File: src/rtl/video_timing_gen_if.sv
// Raster timing bus from the timing generator to the output encoder and the framebuffer fetch unit.
// The generator drives it through the master modport; consumers read it through the slave modport.
interface video_timing_gen_if;
  logic [11:0] x;
  logic [10:0] y;
  logic        de;
  logic        hsync;
  logic        vsync;
  logic        line_start;
  logic        frame_start;

  modport master (output x, y, de, hsync, vsync, line_start, frame_start);
  modport slave  (input  x, y, de, hsync, vsync, line_start, frame_start);
endinterface

File: src/rtl/video_timing_gen.sv
// Raster timing generator: walks an x/y raster (active, front porch, sync, back porch) once per pixel enable
// and drives registered coordinates, syncs, data-enable and line/frame strobes with zero latency to the counters.
module video_timing_gen #(
  parameter int unsigned H_ACTIVE = 1920,
  parameter int unsigned H_FP     = 88,
  parameter int unsigned H_SYNC   = 44,
  parameter int unsigned H_BP     = 148,
  parameter int unsigned V_ACTIVE = 1080,
  parameter int unsigned V_FP     = 4,
  parameter int unsigned V_SYNC   = 5,
  parameter int unsigned V_BP     = 36,
  parameter bit          HS_POL   = 1'b1,
  parameter bit          VS_POL   = 1'b1
) (
  input  logic                clk,
  input  logic                reset,
  input  logic                pix_en,
  video_timing_gen_if.master  vid
);

  localparam int unsigned H_TOTAL    = H_ACTIVE + H_FP + H_SYNC + H_BP;
  localparam int unsigned V_TOTAL    = V_ACTIVE + V_FP + V_SYNC + V_BP;
  localparam int unsigned HS_START   = H_ACTIVE + H_FP;
  localparam int unsigned HS_END     = H_ACTIVE + H_FP + H_SYNC;
  localparam int unsigned VS_START   = V_ACTIVE + V_FP;
  localparam int unsigned VS_END     = V_ACTIVE + V_FP + V_SYNC;
  localparam logic [11:0] H_LAST     = 12'(H_TOTAL - 1);
  localparam logic [10:0] V_LAST     = 11'(V_TOTAL - 1);

  logic [11:0] h_cnt;
  logic [10:0] v_cnt;
  logic [11:0] h_next;
  logic [10:0] v_next;
  logic        de_next;
  logic        hsync_on;
  logic        vsync_on;

  // Next raster position, used both for the counter update and for decoding the outputs on the same edge.
  always_comb begin
    h_next = h_cnt + 12'd1;
    v_next = v_cnt;
    if (h_cnt == H_LAST) begin
      h_next = '0;
      v_next = (v_cnt == V_LAST) ? '0 : v_cnt + 11'd1;
    end
  end

  always_comb begin
    de_next  = (32'(h_next) < H_ACTIVE) && (32'(v_next) < V_ACTIVE);
    hsync_on = (32'(h_next) >= HS_START) && (32'(h_next) < HS_END);
    vsync_on = (32'(v_next) >= VS_START) && (32'(v_next) < VS_END);
  end

  // Reset parks the counters on the last pixel of the frame so the first enable lands on pixel (0,0).
  always_ff @(posedge clk) begin
    if (!reset) begin
      h_cnt <= H_LAST;
      v_cnt <= V_LAST;
    end else if (pix_en) begin
      h_cnt <= h_next;
      v_cnt <= v_next;
    end
  end

  always_ff @(posedge clk) begin
    if (!reset) begin
      vid.x           <= '0;
      vid.y           <= '0;
      vid.de          <= 1'b0;
      vid.hsync       <= !HS_POL;
      vid.vsync       <= !VS_POL;
      vid.line_start  <= 1'b0;
      vid.frame_start <= 1'b0;
    end else if (pix_en) begin
      vid.x           <= de_next ? h_next : '0;
      vid.y           <= de_next ? v_next : '0;
      vid.de          <= de_next;
      vid.hsync       <= hsync_on ? HS_POL : !HS_POL;
      vid.vsync       <= vsync_on ? VS_POL : !VS_POL;
      vid.line_start  <= (h_next == '0);
      vid.frame_start <= (h_next == '0) && (v_next == '0);
    end else begin
      vid.line_start  <= 1'b0;
      vid.frame_start <= 1'b0;
    end
  end

endmodule

File: src/flat_wrapper.sv
// flat-port wrapper written by rule: the top's interface ports become plain ports
module video_timing_gen_flat 
#(
  parameter int unsigned H_ACTIVE = 1920,
  parameter int unsigned H_FP     = 88,
  parameter int unsigned H_SYNC   = 44,
  parameter int unsigned H_BP     = 148,
  parameter int unsigned V_ACTIVE = 1080,
  parameter int unsigned V_FP     = 4,
  parameter int unsigned V_SYNC   = 5,
  parameter int unsigned V_BP     = 36,
  parameter bit          HS_POL   = 1'b1,
  parameter bit          VS_POL   = 1'b1
)
  (clk, reset, pix_en, vid_x, vid_y, vid_de, vid_hsync, vid_vsync, vid_line_start, vid_frame_start);
  video_timing_gen_if vid_i ();
  input  logic clk;
  input  logic reset;
  input  logic pix_en;
  output wire logic [$bits(vid_i.x)-1:0] vid_x;
  output wire logic [$bits(vid_i.y)-1:0] vid_y;
  output wire logic [$bits(vid_i.de)-1:0] vid_de;
  output wire logic [$bits(vid_i.hsync)-1:0] vid_hsync;
  output wire logic [$bits(vid_i.vsync)-1:0] vid_vsync;
  output wire logic [$bits(vid_i.line_start)-1:0] vid_line_start;
  output wire logic [$bits(vid_i.frame_start)-1:0] vid_frame_start;
  assign vid_x = vid_i.x;
  assign vid_y = vid_i.y;
  assign vid_de = vid_i.de;
  assign vid_hsync = vid_i.hsync;
  assign vid_vsync = vid_i.vsync;
  assign vid_line_start = vid_i.line_start;
  assign vid_frame_start = vid_i.frame_start;
  video_timing_gen #(.H_ACTIVE(H_ACTIVE), .H_FP(H_FP), .H_SYNC(H_SYNC), .H_BP(H_BP), .V_ACTIVE(V_ACTIVE), .V_FP(V_FP), .V_SYNC(V_SYNC), .V_BP(V_BP), .HS_POL(HS_POL), .VS_POL(VS_POL)) u_core (.clk(clk), .reset(reset), .pix_en(pix_en), .vid(vid_i));
endmodule
File: config.mk
export PLATFORM = sky130hd
export DESIGN_NAME = video_timing_gen_flat
export DESIGN_NICKNAME = d
export VERILOG_FILES = /design/src/rtl/video_timing_gen_if.sv /design/src/rtl/video_timing_gen.sv /design/src/flat_wrapper.sv
export SDC_FILE = /design/constraint.sdc
export NUM_CORES = 1
export LEC_CHECK = 0
export CAP_MARGIN = 20
export CORE_ASPECT_RATIO = 0.5
export CORE_MARGIN = 3
export CORE_UTILIZATION = 50
export DETAILED_ROUTE_END_ITERATION = 8
export GPL_ROUTABILITY_DRIVEN = 0
export PLACE_DENSITY = 0.72
export SLEW_MARGIN = 10
export SYNTH_ARGS = -nofsm -noshare
export SYNTH_HDL_FRONTEND = slang
export SYNTH_SLANG_ARGS = --single-unit
export TNS_END_PERCENT = 20
File: constraint.sdc
create_clock -name clk -period 3.3 [get_ports clk]
set_input_delay 0.495 -clock clk [delete_from_list [all_inputs] [get_ports clk]]
set_output_delay 0.495 -clock clk [all_outputs]
set_load 0.05 [all_outputs]
==> results.md <==
* Core box area at 5180 µm²
* Top Usage Layer GRT: met2
* Met1 Track Usage GR at 0.295
* DPL Wire Length at 5.05 mm
* CP peak stage delay at 0.55 ns
* Setup TNS at 0 ns
* VDD IR-drop max at 0.235 mV
* Clk_lat worst skew at 0.29 ns
* Mean routed wirelength per cell at 15.5 µm
* RSZ-0062 raised after global routing: false
* Synthesized flop and latch total at 51
* Library cells used by synthesis at 55
* Sw Ratio at 0.331
* Remaining DRCs at 0
* Logic gate share of total power at 0.269
* Global route overflow at 0
* 1st-iter DRT viols at 220
* Sequential share of power at 0.421
* Leading cell types by count after synthesis: dfxtp_1 (51), nand2_1 (45), o21ai_0 (25)
* Crit path DAT at 3.24 ns
* Critical path peak fanout at 16
* H-tree level count at 2
* Area contributors post-synth: dfxtp_1 (36%), nand2_1 (6.0%), xnor2_1 (5.6%)
* Power density over cell area at 485 nW/µm²
* Largest net degree at the start of global routing at 30
* Die area at 6660 µm²
* Max-slew violations at 0
* Post-CTS Setup Repair Bufs at 0
* Most numerous cell in the Yosys netlist: dfxtp_1
* Worst EP required at 3.51 ns
* R2R depth at 8
* CTS resizes at 0
* Worst slew margin at 0.633
* Max cap viols at 0
* CTS buffer count at 5
* Clock root buffer: clkbuf_16
* Max clock buf depth at 2
* Post-synth top area share at 0.360
* Critical path type: flip-flop to flip-flop
* Status: complete, no violations
* I/O pins at 31
* Synthesis Warnings at 0
* Most used flip-flop cell after synthesis: dfxtp_1
* Fin crit share at 0.918
* Cells on Worst Hold Path at 2
* TritonCTS sink count at 51
* Share of synthesized registers carrying an async set or reset at 0
* Port bufs at 30
* Die Wd at 112 µm
* Drt total wl at 6.95 mm
* Fillers at 482
* Initial antenna violation count at 0
* Vias in the first global route at 2,510
* Post-synthesis sequential area ratio at 0.360
* Synth Instances at 351
* Hold-fix buffer count after cts at 0
* Die H at 59.2 µm
* Syn avg cell area at 8.07 µm²
* Synthesized net count at 357
* Cell area after synthesis at 2830 µm²
* Grt met3 use at 0.0561
* Clock network power share at 0.310
* Setup violators final at 0
* Fin crit period at 3.03 ns
* Actual slew at the worst max-slew pin at 0.545 ns
* First-pass GRT wire length at 12.1 mm
* Crit path cell chain: ha_1 -> nand4bb_1 -> or3_1 -> nor3_4 -> a31oi_2 -> o31ai_2 -> nand2_2 -> o31ai_1
* CP max-delay cell: or3_1
* Initial cell density of the core at 0.547
* Startpoint types: flip-flop
* Pre-antenna DRT Iters at 4
* Layout cell share with drive strength beyond 1 at 0.114
* Met2 capacity usage during global routing at 0.382
* Hold Violations, Final at 0
* Tot Pwr at 0.00163 W
* F_max at 330 MHz
* Internal Power at 0.00109 W
* Layout Nets at 383
* Detail Route Antenna Nets at 0
* Reg clk slew, reported paths at 0.06 ns
* EDFF count, synth at 0
* Largest area contributor in the synthesized netlist: dfxtp_1
* Via count at 2,564
* Critical path capture point type: flip-flop
* CTS tree: yes
* Area grow syn2layout at 18.4%
* Overall Global Routing Usage at 0.227
* Pleak at 1.22 nW
* HP Class: flip-flop to flip-flop
* Row count at 18
* Vias/cell at 5.72
* P_sw at 0.000539 W
* Clock skew at 0.00314 ns
* Diodes inserted at 0
-- final timing paths --
| check | startpoint | endpoint | slack, ns |
|---|---|---|---|
| max reg2reg | u_core.h_cnt[0] | u_core.vid.x[7] | 0.27 |
| min | u_core.vid.de | u_core.vid.de | 0.44 |
| min reg2reg | u_core.vid.de | u_core.vid.de | 0.44 |
| max | u_core.h_cnt[0] | u_core.vid.x[7] | 0.27 |
-- power by group through the flow --
| stage | combinational [W] | sequential [W] | clock, W |
|---|---|---|---|
| 6_report | 0.000437 | 0.000685 | 0.000504 |
| 5_1_grt | 0.000479 | 0.000691 | 0.000538 |
| 4_1_cts | 0.000432 | 0.000685 | 0.000515 |
| 3_5_place_dp | 0.000429 | 0.000698 | 0 |
| 3_3_place_gp | 0.000423 | 0.000697 | 0 |
| 2_1_floorplan | 0.000267 | 0.000737 | 0 |
-- per-stage QoR --
stage                     hold WS [ns]  std cells  cell area, µm²  worst slack (ns)  utilization
after floorplan                  0.490        351            2830             0.822            -
after global placement           0.429        440            3220             0.456        0.621
after detailed placement         0.434        440            3220             0.337        0.621
after CTS                        0.444        448            3350             0.316        0.647
after global routing             0.480        448            3350            0.0392        0.647
final                            0.439        448            3350             0.272        0.647
-- area by class of cell --
class | instances | area, µm² | share of cell area
multi-input combinational | 268 | 1680 | 0.501
timing repair buffer | 43 | 398 | 0.119
inverter | 8 | 30.0 | 0.00896
tap | 70 | 87.6 | 0.0261
clock inverter | 1 | 5.00 | 0.00149
sequential | 51 | 1020 | 0.304
clock buffer | 7 | 133 | 0.0396
-- cell families after synthesis --
group,Yosys count,synth area share
and+or+nand+nor,161,0.310
AOI/OAI and AO/OA,79,0.191
DFF,51,0.360
buffers and inverters,32,0.0468
xor gates and xnor gates,22,0.0680
muxes,3,0.0110
adders and majority gates,3,0.0133
-- critical path: cells and delay by family (launching register included) --
kind	cells	cell delay, ns
adder cells (fa/ha/maj)	1	0.34
AO/OA/AOI/OAI	3	0.85
flip-flops	1	0.39
AND/OR/NAND/NOR	4	1.36
-- layout by cell type (no fill, tap or decap), types with 3 or more instances in the layout --
cell / n
a21boi_0: 4
nor3_1: 14
ha_1: 3
and3_1: 6
or3_1: 5
xnor2_1: 18
o31ai_1: 4
clkdlybuf4s50_1: 30
nand4b_1: 4
o21ai_2: 9
buf_4: 13
nand3_1: 19
o21ai_0: 25
a211oi_1: 4
dfxtp_1: 51
xor2_1: 4
inv_1: 7
a21o_1: 3
nor2_1: 23
a21oi_1: 14
nand2_1: 45
nand2b_1: 3
nor2b_1: 3
clkbuf_16: 5
or2_2: 3
and2_1: 13
nand4_1: 7
-- routing by layer --
layer,share of wire,vias to the layer above
li1,-,1293
met1,0.48,1198
met2,0.45,66
met3,0.063,7
met4,0.0093,0
met5,0,-
-- registers in the layout, summed over array words and instances, names as in the netlist --
signal                  count
u_core.vid.x               12
u_core.vid.frame_start      1
u_core.vid.line_start       1
u_core.h_cnt               12
u_core.vid.de               1
u_core.vid.hsync            1
u_core.vid.y               11
u_core.vid.vsync            1
u_core.v_cnt               11
No activity file was read; power rests on OpenSTA's default activity.
